[config.mk]
export PLATFORM = sky130hd
export DESIGN_NAME = symbol_mapper_flat
export DESIGN_NICKNAME = d
export VERILOG_FILES = /design/src/rtl/symbol_mapper_pkg.sv /design/src/rtl/symbol_mapper_if.sv /design/src/rtl/symbol_mapper_bit_fifo.sv /design/src/rtl/symbol_mapper.sv /design/src/flat_wrapper.sv
export SDC_FILE = /design/constraint.sdc
export NUM_CORES = 1
export LEC_CHECK = 0
export CAP_MARGIN = 5
export CORE_ASPECT_RATIO = 0.5
export CORE_UTILIZATION = 40
export DETAILED_ROUTE_END_ITERATION = 10
export GPL_ROUTABILITY_DRIVEN = 0
export PLACE_DENSITY = 0.6
export SETUP_SLACK_MARGIN = 0.2
export SYNTH_ARGS = -nofsm -noshare
export SYNTH_HDL_FRONTEND = slang
export SYNTH_SLANG_ARGS = --single-unit
[constraint.sdc]
create_clock -name clk -period 2.2 [get_ports clk]
set_input_delay 0.44 -clock clk [delete_from_list [all_inputs] [get_ports clk]]
set_output_delay 0.44 -clock clk [all_outputs]
set_load 0.01 [all_outputs]
[src/rtl/symbol_mapper_pkg.sv]
// ============================================================================
// symbol_mapper_pkg : shared FSM encodings, amplitude constant, bit mapping
// Revision: 1.0
// ============================================================================
`default_nettype none

package symbol_mapper_pkg;

    typedef enum logic [1:0] {
        IDLE     = 2'd0,
        PREAMBLE = 2'd1,
        DATA     = 2'd2
    } state_t;

    localparam logic [15:0] AMP_POS = 16'h5A82;

    // Bit 1 -> +amp, bit 0 -> two's complement negation of amp.
    function automatic logic [15:0] map_bit(input logic b, input logic [15:0] amp);
        return b ? amp : (~amp + 16'd1);
    endfunction

endpackage

`default_nettype wire

[src/rtl/symbol_mapper_if.sv]
// ============================================================================
// symbol_mapper_if : bit input handshake and FIR-facing sample outputs
// Revision: 1.0
// ============================================================================
`default_nettype none

interface symbol_mapper_if;
    logic        bit_in;
    logic        bit_valid;
    logic        bit_ready;
    logic [15:0] symb_out;
    logic        read_ready;
    logic        busy;
    logic        underrun;

    modport master (
        output bit_in, bit_valid,
        input  bit_ready, symb_out, read_ready, busy, underrun
    );

    modport slave (
        input  bit_in, bit_valid,
        output bit_ready, symb_out, read_ready, busy, underrun
    );
endinterface

`default_nettype wire

[src/rtl/symbol_mapper_bit_fifo.sv]
// ============================================================================
// bit_fifo : 1-bit wide FIFO, pointers carry an extra wrap bit
// Revision: 1.0
// ============================================================================
`default_nettype none

module bit_fifo #(
    parameter int DEPTH = 16
) (
    input  wire logic clk,
    input  wire logic reset,
    input  wire logic push,
    input  wire logic pop,
    input  wire logic din,
    output logic      dout,
    output logic      full,
    output logic      empty
);
    localparam int AW = $clog2(DEPTH);

    logic [DEPTH-1:0] mem_q;
    logic [AW:0]      wr_ptr_q;
    logic [AW:0]      rd_ptr_q;
    logic             w_do_push;
    logic             w_do_pop;

    // A full FIFO refuses a push even when a pop happens on the same edge.
    assign w_do_push = push & ~full;
    assign w_do_pop  = pop & ~empty;

    assign empty = (wr_ptr_q == rd_ptr_q);
    assign full  = (wr_ptr_q[AW] != rd_ptr_q[AW]) &&
                   (wr_ptr_q[AW-1:0] == rd_ptr_q[AW-1:0]);
    assign dout  = mem_q[rd_ptr_q[AW-1:0]];

    always_ff @(posedge clk or negedge reset) begin
        if (!reset) begin
            wr_ptr_q <= '0;
            rd_ptr_q <= '0;
        end else begin
            if (w_do_push) wr_ptr_q <= wr_ptr_q + 1'b1;
            if (w_do_pop)  rd_ptr_q <= rd_ptr_q + 1'b1;
        end
    end

    always_ff @(posedge clk) begin
        if (w_do_push) mem_q[wr_ptr_q[AW-1:0]] <= din;
    end

endmodule

`default_nettype wire

[src/rtl/symbol_mapper.sv]
// ============================================================================
// symbol_mapper : buffers bits, maps to +/-AMP BPSK, upsamples by SPS.
// Optional preamble insertion compiled in with macro PREAMBLE_EN.
// Revision: 1.0
// ============================================================================
`default_nettype none

module symbol_mapper
    import symbol_mapper_pkg::*;
#(
    parameter int          SPS          = 4,
    parameter int          FIFO_DEPTH   = 16,
    parameter logic [15:0] AMP          = AMP_POS
`ifdef PREAMBLE_EN
    ,
    parameter int          PREAMBLE_LEN = 8,
    parameter logic [15:0] PREAMBLE_PAT = 16'hAAAA
`endif
) (
    input  wire logic       clk,
    input  wire logic       reset,
    symbol_mapper_if.slave  bus
);
    localparam int PW = $clog2(SPS);

    logic [PW-1:0] phase_q;
    state_t        state_q, state_d;
    logic [15:0]   symb_q, symb_d;
    logic          rr_q, rr_d;
    logic          und_q, und_d;
    logic          w_decision;
    logic          w_push;
    logic          w_pop;
    logic          w_do_data;
    logic          w_fifo_dout;
    logic          w_fifo_full;
    logic          w_fifo_empty;
`ifdef PREAMBLE_EN
    logic [4:0]    cnt_q, cnt_d;
    logic [3:0]    w_pre_idx;

    assign w_pre_idx = 4'(5'd15 - cnt_q);
`endif

    assign w_decision     = (phase_q == PW'(SPS - 1));
    assign w_push         = bus.bit_valid & bus.bit_ready;
    assign bus.bit_ready  = ~w_fifo_full & reset;
    assign bus.symb_out   = symb_q;
    assign bus.read_ready = rr_q;
    assign bus.underrun   = und_q;
    assign bus.busy       = (state_q != IDLE) | ~w_fifo_empty;

    bit_fifo #(
        .DEPTH (FIFO_DEPTH)
    ) u_fifo (
        .clk   (clk),
        .reset (reset),
        .push  (w_push),
        .pop   (w_pop),
        .din   (bus.bit_in),
        .dout  (w_fifo_dout),
        .full  (w_fifo_full),
        .empty (w_fifo_empty)
    );

    always_ff @(posedge clk or negedge reset) begin
        if (!reset) begin
            phase_q <= '0;
            state_q <= IDLE;
            symb_q  <= '0;
            rr_q    <= 1'b0;
            und_q   <= 1'b0;
`ifdef PREAMBLE_EN
            cnt_q   <= '0;
`endif
        end else begin
            phase_q <= w_decision ? '0 : phase_q + 1'b1;
            state_q <= state_d;
            symb_q  <= symb_d;
            rr_q    <= rr_d;
            und_q   <= und_d;
`ifdef PREAMBLE_EN
            cnt_q   <= cnt_d;
`endif
        end
    end

    // Off-decision edges leave the defaults: zero sample, no strobe.
    always_comb begin
        state_d   = state_q;
        symb_d    = '0;
        rr_d      = 1'b0;
        und_d     = 1'b0;
        w_pop     = 1'b0;
        w_do_data = 1'b0;
`ifdef PREAMBLE_EN
        cnt_d     = cnt_q;
`endif
        if (w_decision) begin
            case (state_q)
                IDLE: begin
                    if (!w_fifo_empty) begin
`ifdef PREAMBLE_EN
                        symb_d  = map_bit(PREAMBLE_PAT[15], AMP);
                        rr_d    = 1'b1;
                        cnt_d   = 5'd1;
                        state_d = PREAMBLE;
`else
                        w_do_data = 1'b1;
`endif
                    end
                end
`ifdef PREAMBLE_EN
                PREAMBLE: begin
                    if (cnt_q < 5'(PREAMBLE_LEN)) begin
                        symb_d = map_bit(PREAMBLE_PAT[w_pre_idx], AMP);
                        rr_d   = 1'b1;
                        cnt_d  = cnt_q + 5'd1;
                    end else begin
                        w_do_data = 1'b1;
                    end
                end
`endif
                DATA:    w_do_data = 1'b1;
                default: state_d = IDLE;
            endcase

            // The last preamble step falls through into the data action on the same edge.
            if (w_do_data) begin
                if (!w_fifo_empty) begin
                    w_pop   = 1'b1;
                    symb_d  = map_bit(w_fifo_dout, AMP);
                    rr_d    = 1'b1;
                    state_d = DATA;
                end else begin
                    und_d   = 1'b1;
                    state_d = IDLE;
                end
            end
        end
    end

endmodule

`default_nettype wire
[src/flat_wrapper.sv]
// flat-port wrapper written by rule: the top's interface ports become plain ports
module symbol_mapper_flat import symbol_mapper_pkg::*;
#(
    parameter int          SPS          = 4,
    parameter int          FIFO_DEPTH   = 16,
    parameter logic [15:0] AMP          = AMP_POS

)
  (clk, reset, bus_bit_in, bus_bit_valid, bus_bit_ready, bus_symb_out, bus_read_ready, bus_busy, bus_underrun);
  symbol_mapper_if bus_i ();
  input  wire logic clk;
  input  wire logic reset;
  input wire logic [$bits(bus_i.bit_in)-1:0] bus_bit_in;
  input wire logic [$bits(bus_i.bit_valid)-1:0] bus_bit_valid;
  output wire logic [$bits(bus_i.bit_ready)-1:0] bus_bit_ready;
  output wire logic [$bits(bus_i.symb_out)-1:0] bus_symb_out;
  output wire logic [$bits(bus_i.read_ready)-1:0] bus_read_ready;
  output wire logic [$bits(bus_i.busy)-1:0] bus_busy;
  output wire logic [$bits(bus_i.underrun)-1:0] bus_underrun;
  assign bus_i.bit_in = bus_bit_in;
  assign bus_i.bit_valid = bus_bit_valid;
  assign bus_bit_ready = bus_i.bit_ready;
  assign bus_symb_out = bus_i.symb_out;
  assign bus_read_ready = bus_i.read_ready;
  assign bus_busy = bus_i.busy;
  assign bus_underrun = bus_i.underrun;
  symbol_mapper #(.SPS(SPS), .FIFO_DEPTH(FIFO_DEPTH), .AMP(AMP)) u_core (.clk(clk), .reset(reset), .bus(bus_i));
endmodule
==> flow_summary_export.csv, run 1 <==
group,metric,value,unit
global_routing,antenna_found_initial,0,
placed_design,place_ws,0.06857,ns
clock_tree,cts.path.max_buffers,2,
worst_setup_path,critPathLaunchType,"flop",
layout,synthToLayoutAreaGrowth,28.96,%
detailed_routing,drtIter0Drc,35,
die,dieArea,0.004503,sq mm
clock_tree,clk_latency,0.29,ns
sta,tightest_slew,0.6001,ns
global_routing,grtUsageTotal,15.19,%
die,die_w,93.90,microns
pwr,ir_drop,383.1,uV
logic_synthesis,yosys.cell_types.count,29,
clock_tree,cts_htree_levels,2,
worst_setup_path,crit_required,2.36,ns
layout,fillers,346,
sta,fin_ws,0.1700,ns
global_routing,grt_max_degree,18,
sta,setup_viol_count_final,0,
logic_synthesis,syn-num-nets,140,
clock_tree,root_buffer,"clkbuf_8",
min_path,hold_class,"reg2reg",
sta,period_needed,2.030,ns
sta,period_share,92.27,%
logic_synthesis,ys_ff_latch,33,
logic_synthesis,synth_top_area_cell,"edfxtp_1",
logic_synthesis,ys_top_cells_by_count,"dfrtp_1, edfxtp_1, buf_4",
clock_tree,cts.sinks,33,
worst_setup_path,worstPathArrival,2.19,ns
global_routing,overflow,0,
flow_run,cap_violations,0,
detailed_routing,vias,1046,
logic_synthesis,synth_edf_count,16,
sta,tns,0,ns
layout,num_antenna_cells,0,
layout,final-seq-area,905.9,sq um
status,status,"complete, no violations",
die,initial_core_util,42.61,%
placed_design,place.port_buffers,22,
worst_setup_path,crit_type,"reg2reg",
logic_synthesis,synth_warnings,0,
die,rows,16,
detailed_routing,via_per_inst,4.755,
logic_synthesis,synth-async-reset-ratio,51.52,%
min_path,hold_depth,1,
detailed_routing,drtAntennaViolNets,0,
logic_synthesis,synthesis.area,0.001689,sq mm
global_routing,grt_pass1_vias,923,
sta,finalHoldViolCount,0,
worst_setup_path,end_kind,"flop",
clock_tree,cts_hold_buf,0,
logic_synthesis,yosysMostFrequentCell,"dfrtp_1",
die,coreArea,0.003964,sq mm
die,die_h,47.95,microns
placed_design,dp_hpwl,2.189,mm
logic_synthesis,synth_flop_cell,"dfrtp_1",
detailed_routing,drc,0,
sta,maxSlewViolCount,0,
layout,multi_input_area,680.7,sq um
logic_synthesis,synthTopCellsByArea,"edfxtp_1, dfrtp_1, buf_4, xor2_1, mux4_2",
logic_synthesis,netlist_instances,130,
sta,fmax,492.6,MHz
layout,nets,175,
pwr,p_leak,0.9482,nW
sta,fin_skew,0.01139,ns
clock_tree,cts_made_buffers,5,
detailed_routing,wire_per_inst,14.53,microns
sta,slew_headroom,59.85,%
die,ios,24,
logic_synthesis,syn_avg_cell_area,12.99,sq um
worst_setup_path,worstPathMaxFanout,7,
pwr,powerDensity,1093,mW/mm^2
worst_setup_path,ff2ff_path_depth,8,
sta,rsz0062_at_grt,"yes",
global_routing,grt_pass1_wl,4.767,mm
detailed_routing,drtPass1Iterations,4,
detailed_routing,drt-total-wl,3.196,mm
clock_tree,cts_tree,"yes",
clock_tree,clkSlewWorstSetupHoldPaths,0.07,ns
layout,drive_gt1_share,33.13,%
logic_synthesis,ys_seq_area_share,53.63,%
logic_synthesis,yosysTopAreaCellShare,28.44,%
==> power by group <==
group          total, W  internal [W]  switching (W)  leakage (nW)
Combinational   0.00106      0.000523       0.000537         0.550
Sequential     0.000877      0.000761       0.000116         0.353
Clock          0.000444      0.000219       0.000224        0.0450
==> layout by cell type, fill, tap and decap left out, types with 4 or more instances in the layout <==
cell type         n
buf_6             4
clkbuf_8          5
dfrtp_1          17
edfxtp_1         16
xor2_1            7
and3_1           10
and2_1            4
mux4_2            4
clkdlybuf4s50_1  20
ha_1              6
inv_1             4
buf_4            23
xor2_2            4
==> cell type report <==
| cell class | count | area share, % |
|---|---|---|
| flip-flops and latches | 33 | 41.59 |
| multi-input cells | 72 | 31.25 |
| repair buffers | 48 | 19.41 |
| clock buffers | 6 | 3.331 |
| well taps | 54 | 3.102 |
| inverters | 5 | 0.8616 |
| clock inverters | 2 | 0.4595 |
==> worst paths after layout <==
check / startpoint / to / slack, ns
max: u_core.u_fifo.rd_ptr_q[0]$_DFFE_PN0P_ / u_core.u_fifo.wr_ptr_q[1]$_DFFE_PN0P_ / 0.17
min: u_core.phase_q[0]$_DFF_PN0_ / u_core.phase_q[0]$_DFF_PN0_ / 0.42
max reg2reg: u_core.u_fifo.rd_ptr_q[0]$_DFFE_PN0P_ / u_core.u_fifo.wr_ptr_q[1]$_DFFE_PN0P_ / 0.17
min reg2reg: u_core.phase_q[0]$_DFF_PN0_ / u_core.phase_q[0]$_DFF_PN0_ / 0.42
max in group asynchronous: reset / u_core.bus.symb_out[14]$_DFF_PN0_ / 1.45
min in group asynchronous: reset / u_core.u_fifo.wr_ptr_q[3]$_DFFE_PN0P_ / 0.55
==> per-stage QoR <==
step	cells	area (sq um)	hold WS, ns	total power (W)	utilization [%]
4_1_cts	212	2051	0.4247	0.002282	51.74
3_5_place_dp	201	1948	0.4164	0.001781	49.15
3_3_place_gp	201	1948	0.4158	0.001770	49.15
2_1_floorplan	130	1689	0.1444	0.001477	-
6_report	220	2178	0.4204	0.002381	54.96
5_1_grt	220	2178	0.4277	0.002522	54.96
==> metal layers <==
metal	routed length [microns]	GRT usage, %	part of all wire (%)
met3	132	4.286	4.1
met1	1493	20.79	47
met5	0	0	0
met4	33	6.462	1.0
met2	1536	23.21	48
==> registers in the layout (all words and copies together), names as in the netlist <==
name                    cells
u_core.bus.read_ready       1
u_core.bus.underrun         1
u_core.bus.symb_out         2
u_core.u_fifo.mem_q        16
u_core.u_fifo.wr_ptr_q      5
u_core.u_fifo.rd_ptr_q      5
u_core.phase_q              2
u_core.state_q              1
==> timing repair <==
action / 4_1_cts / 5_1_grt
setup endpoints to repair: 2 / 21
setup buffers: 3 / 7
pin swaps: 5 / 5
endpoints found under the hold margin: 0 / 0
resized for setup: 10 / 15
cloned: 0 / 1
==> logic make-up (layout without fill, tap and decap cells) <==
| kind of cell | Yosys count | after routing | synth area share, % |
|---|---|---|---|
| simple gates | 32 | 32 | 11.63 |
| mux | 9 | 9 | 8.445 |
| fa+ha+maj | 6 | 6 | 4.444 |
| other cells | 1 | 1 | 0.2220 |
| buf+inv | 25 | 61 | 9.481 |
| compound gates | 10 | 10 | 4.888 |
| xor+xnor | 14 | 14 | 7.259 |
| flops | 33 | 33 | 53.63 |
==> critical path, stage by stage (launching register included) <==
cell and delay, ns:
dfrtp_1 0.41, xor2_2 0.20, nor4_4 0.31, buf_4 0.17, buf_4 0.12, buf_6 0.11, a21oi_2 0.08, buf_6 0.18
mux2_1 0.33
Power figures use the tool's default switching activity.
==> run 2: changes to the inputs <==
MAX_ROUTING_LAYER = met4   (was not set)
==> run 2 against run 1 <==
Compared with the run above:
- first-iteration DRC count decreased by 8.6%
- core utilization stayed put
- worst hold slack barely moved
- largest cell class unchanged
- fmax down 0.20%
- sequential power hardly changed
- final area unchanged
- via count grew 0.76%
- count of clock-buffer cells in the layout is the same
- global-route usage up 0.55 points
==> flow_summary_export.csv, run 2 (synthesized netlist as in run 1, its figures left out) <==
group,metric,value,unit
min_path,hold_class,"reg2reg",
sta,period_share,92.46,%
clock_tree,cts_htree_levels,2,
sta,finalHoldViolCount,0,
sta,fin_skew,0.01050,ns
die,coreArea,0.003964,sq mm
flow_run,cap_violations,0,
worst_setup_path,crit_required,2.36,ns
sta,fmax,491.6,MHz
detailed_routing,drtAntennaViolNets,0,
detailed_routing,wl_met3,124,microns
die,die_w,93.90,microns
sta,maxSlewViolCount,0,
worst_setup_path,critPathLaunchType,"flop",
pwr,ir_drop,382.2,uV
layout,layout_commonest_cell,"buf_4",
sta,setup_viol_count_final,0,
detailed_routing,drc,0,
sta,period_needed,2.034,ns
global_routing,grtUsageTotal,15.74,%
layout,largest_register_ffs,16,
layout,num_antenna_cells,0,
detailed_routing,drt-total-wl,3.199,mm
detailed_routing,drtIter0Drc,32,
placed_design,dpl.cell_count,201,
placed_design,dp_hpwl,2.189,mm
clock_tree,cts_tree,"yes",
global_routing,antenna_found_initial,0,
global_routing,overflow,0,
layout,drive_gt1_share,33.13,%
worst_setup_path,end_kind,"flop",
clock_tree,cts_hold_buf,0,
layout,layout_common_cells,"buf_4, clkdlybuf4s50_1, dfrtp_1, edfxtp_1, and3_1",
placed_design,place.port_buffers,22,
worst_setup_path,worstPathMaxFanout,7,
global_routing,grt_pass1_vias,925,
pwr,powerDensity,1093,mW/mm^2
global_routing,grt_pass1_wl,4.761,mm
layout,fillers,346,
detailed_routing,via_per_inst,4.791,
clock_tree,cts.sinks,33,
detailed_routing,wl_met1,1.510,mm
clock_tree,cts_made_buffers,5,
sta,tightest_slew,0.6073,ns
status,status,"complete, no violations",
die,dieArea,0.004503,sq mm
layout,synthToLayoutAreaGrowth,28.96,%
die,rows,16,
die,die_h,47.95,microns
die,ios,24,
detailed_routing,top_layer,"met4",
clock_tree,cts.path.max_buffers,2,
clock_tree,clk_latency,0.29,ns
sta,slew_headroom,59.38,%
sta,tns,0,ns
worst_setup_path,crit_type,"reg2reg",
die,initial_core_util,42.61,%
global_routing,grt_max_degree,18,
worst_setup_path,worstPathArrival,2.20,ns
pwr,p_leak,0.9482,nW
clock_tree,clkSlewWorstSetupHoldPaths,0.07,ns
detailed_routing,drtPass1Iterations,4,
clock_tree,root_buffer,"clkbuf_8",
detailed_routing,wl_met2,1.536,mm
detailed_routing,wire_per_inst,14.54,microns
layout,fin_cells,220,
sta,rsz0062_at_grt,"yes",
layout,nets,175,
detailed_routing,vias,1054,
## run 2: cell counts in the layout (fill, tap and decap cells not counted)
Identical to the previous run, type by type.
## run 2: path summary, 6_finish.rpt
| path | start | to | slack, ns | cells past startpoint |
|---|---|---|---|---|
| max in group asynchronous | reset | u_core.bus.symb_out[14]$_DFF_PN0_ | 1.45 | 2 |
| worst max register to register | u_core.u_fifo.rd_ptr_q[0]$_DFFE_PN0P_ | u_core.u_fifo.wr_ptr_q[1]$_DFFE_PN0P_ | 0.17 | 8 |
| min in group asynchronous | reset | u_core.u_fifo.wr_ptr_q[3]$_DFFE_PN0P_ | 0.55 | 2 |
| worst max-delay path | u_core.u_fifo.rd_ptr_q[0]$_DFFE_PN0P_ | u_core.u_fifo.wr_ptr_q[1]$_DFFE_PN0P_ | 0.17 | 8 |
| worst min register to register | u_core.phase_q[0]$_DFF_PN0_ | u_core.phase_q[0]$_DFF_PN0_ | 0.42 | 1 |
| worst min-delay path | u_core.phase_q[0]$_DFF_PN0_ | u_core.phase_q[0]$_DFF_PN0_ | 0.42 | 1 |
## run 2: report_power, final
part | internal [W] | total, W | switching (W)
combinational | 0.000523 | 0.00106 | 0.000539
clock | 0.000219 | 0.000443 | 0.000224
sequential | 0.000761 | 0.000877 | 0.000116
## run 2: critical path: stages (launching register included)
cell	delay [ns]
dfrtp_1	0.41
xor2_2	0.20
nor4_4	0.31
buf_4	0.17
buf_4	0.12
buf_6	0.11
a21oi_2	0.07
buf_6	0.18
mux2_1	0.33
## run 2: layer usage
layer / up-vias / GRT usage (%)
met2: 29 / 23.21
li1: 506 / -
met1: 514 / 20.79
met5: - / -
met3: 5 / 4.286
met4: 0 / 6.462
## run 2: layout make-up
| cell class | count | area (sq um) | area share [%] |
|---|---|---|---|
| Multi-Input combinational cell | 72 | 680.7 | 31.25 |
| Tap cell | 54 | 67.56 | 3.102 |
| Clock buffer | 6 | 72.57 | 3.331 |
| Timing Repair Buffer | 48 | 422.9 | 19.41 |
| Inverter | 5 | 18.77 | 0.8616 |
| Sequential cell | 33 | 905.9 | 41.59 |
| Clock inverter | 2 | 10.01 | 0.4595 |
## run 2: repair_timing
item,in CTS,in global routing
resized for setup,10,15
pin swaps,5,5
hold endpoints to repair,0,0
endpoints found under the setup margin,2,21
buffers inserted,3,7
cloned,0,1
## run 2: through the flow
| stage | hold slack, ns | utilization, % | cell area [sq um] | total power [W] | setup WS [ns] |
|---|---|---|---|---|---|
| after floorplan | 0.1444 | - | 1689 | 0.001477 | 0.2919 |
| after global placement | 0.4158 | 49.15 | 1948 | 0.001770 | 0.06914 |
| after detailed placement | 0.4164 | 49.15 | 1948 | 0.001781 | 0.06857 |
| after CTS | 0.4247 | 51.74 | 2051 | 0.002282 | 0.1884 |
| after global routing | 0.4277 | 54.96 | 2178 | 0.002522 | 0.1083 |
| final | 0.4204 | 54.96 | 2178 | 0.002381 | 0.1659 |
==> run 3: changes to the inputs <==
CAP_MARGIN = 20   (was 5)
==> results of run 3 <==
Same layout as run 2: the final DEF is identical, and so are final timing and power.
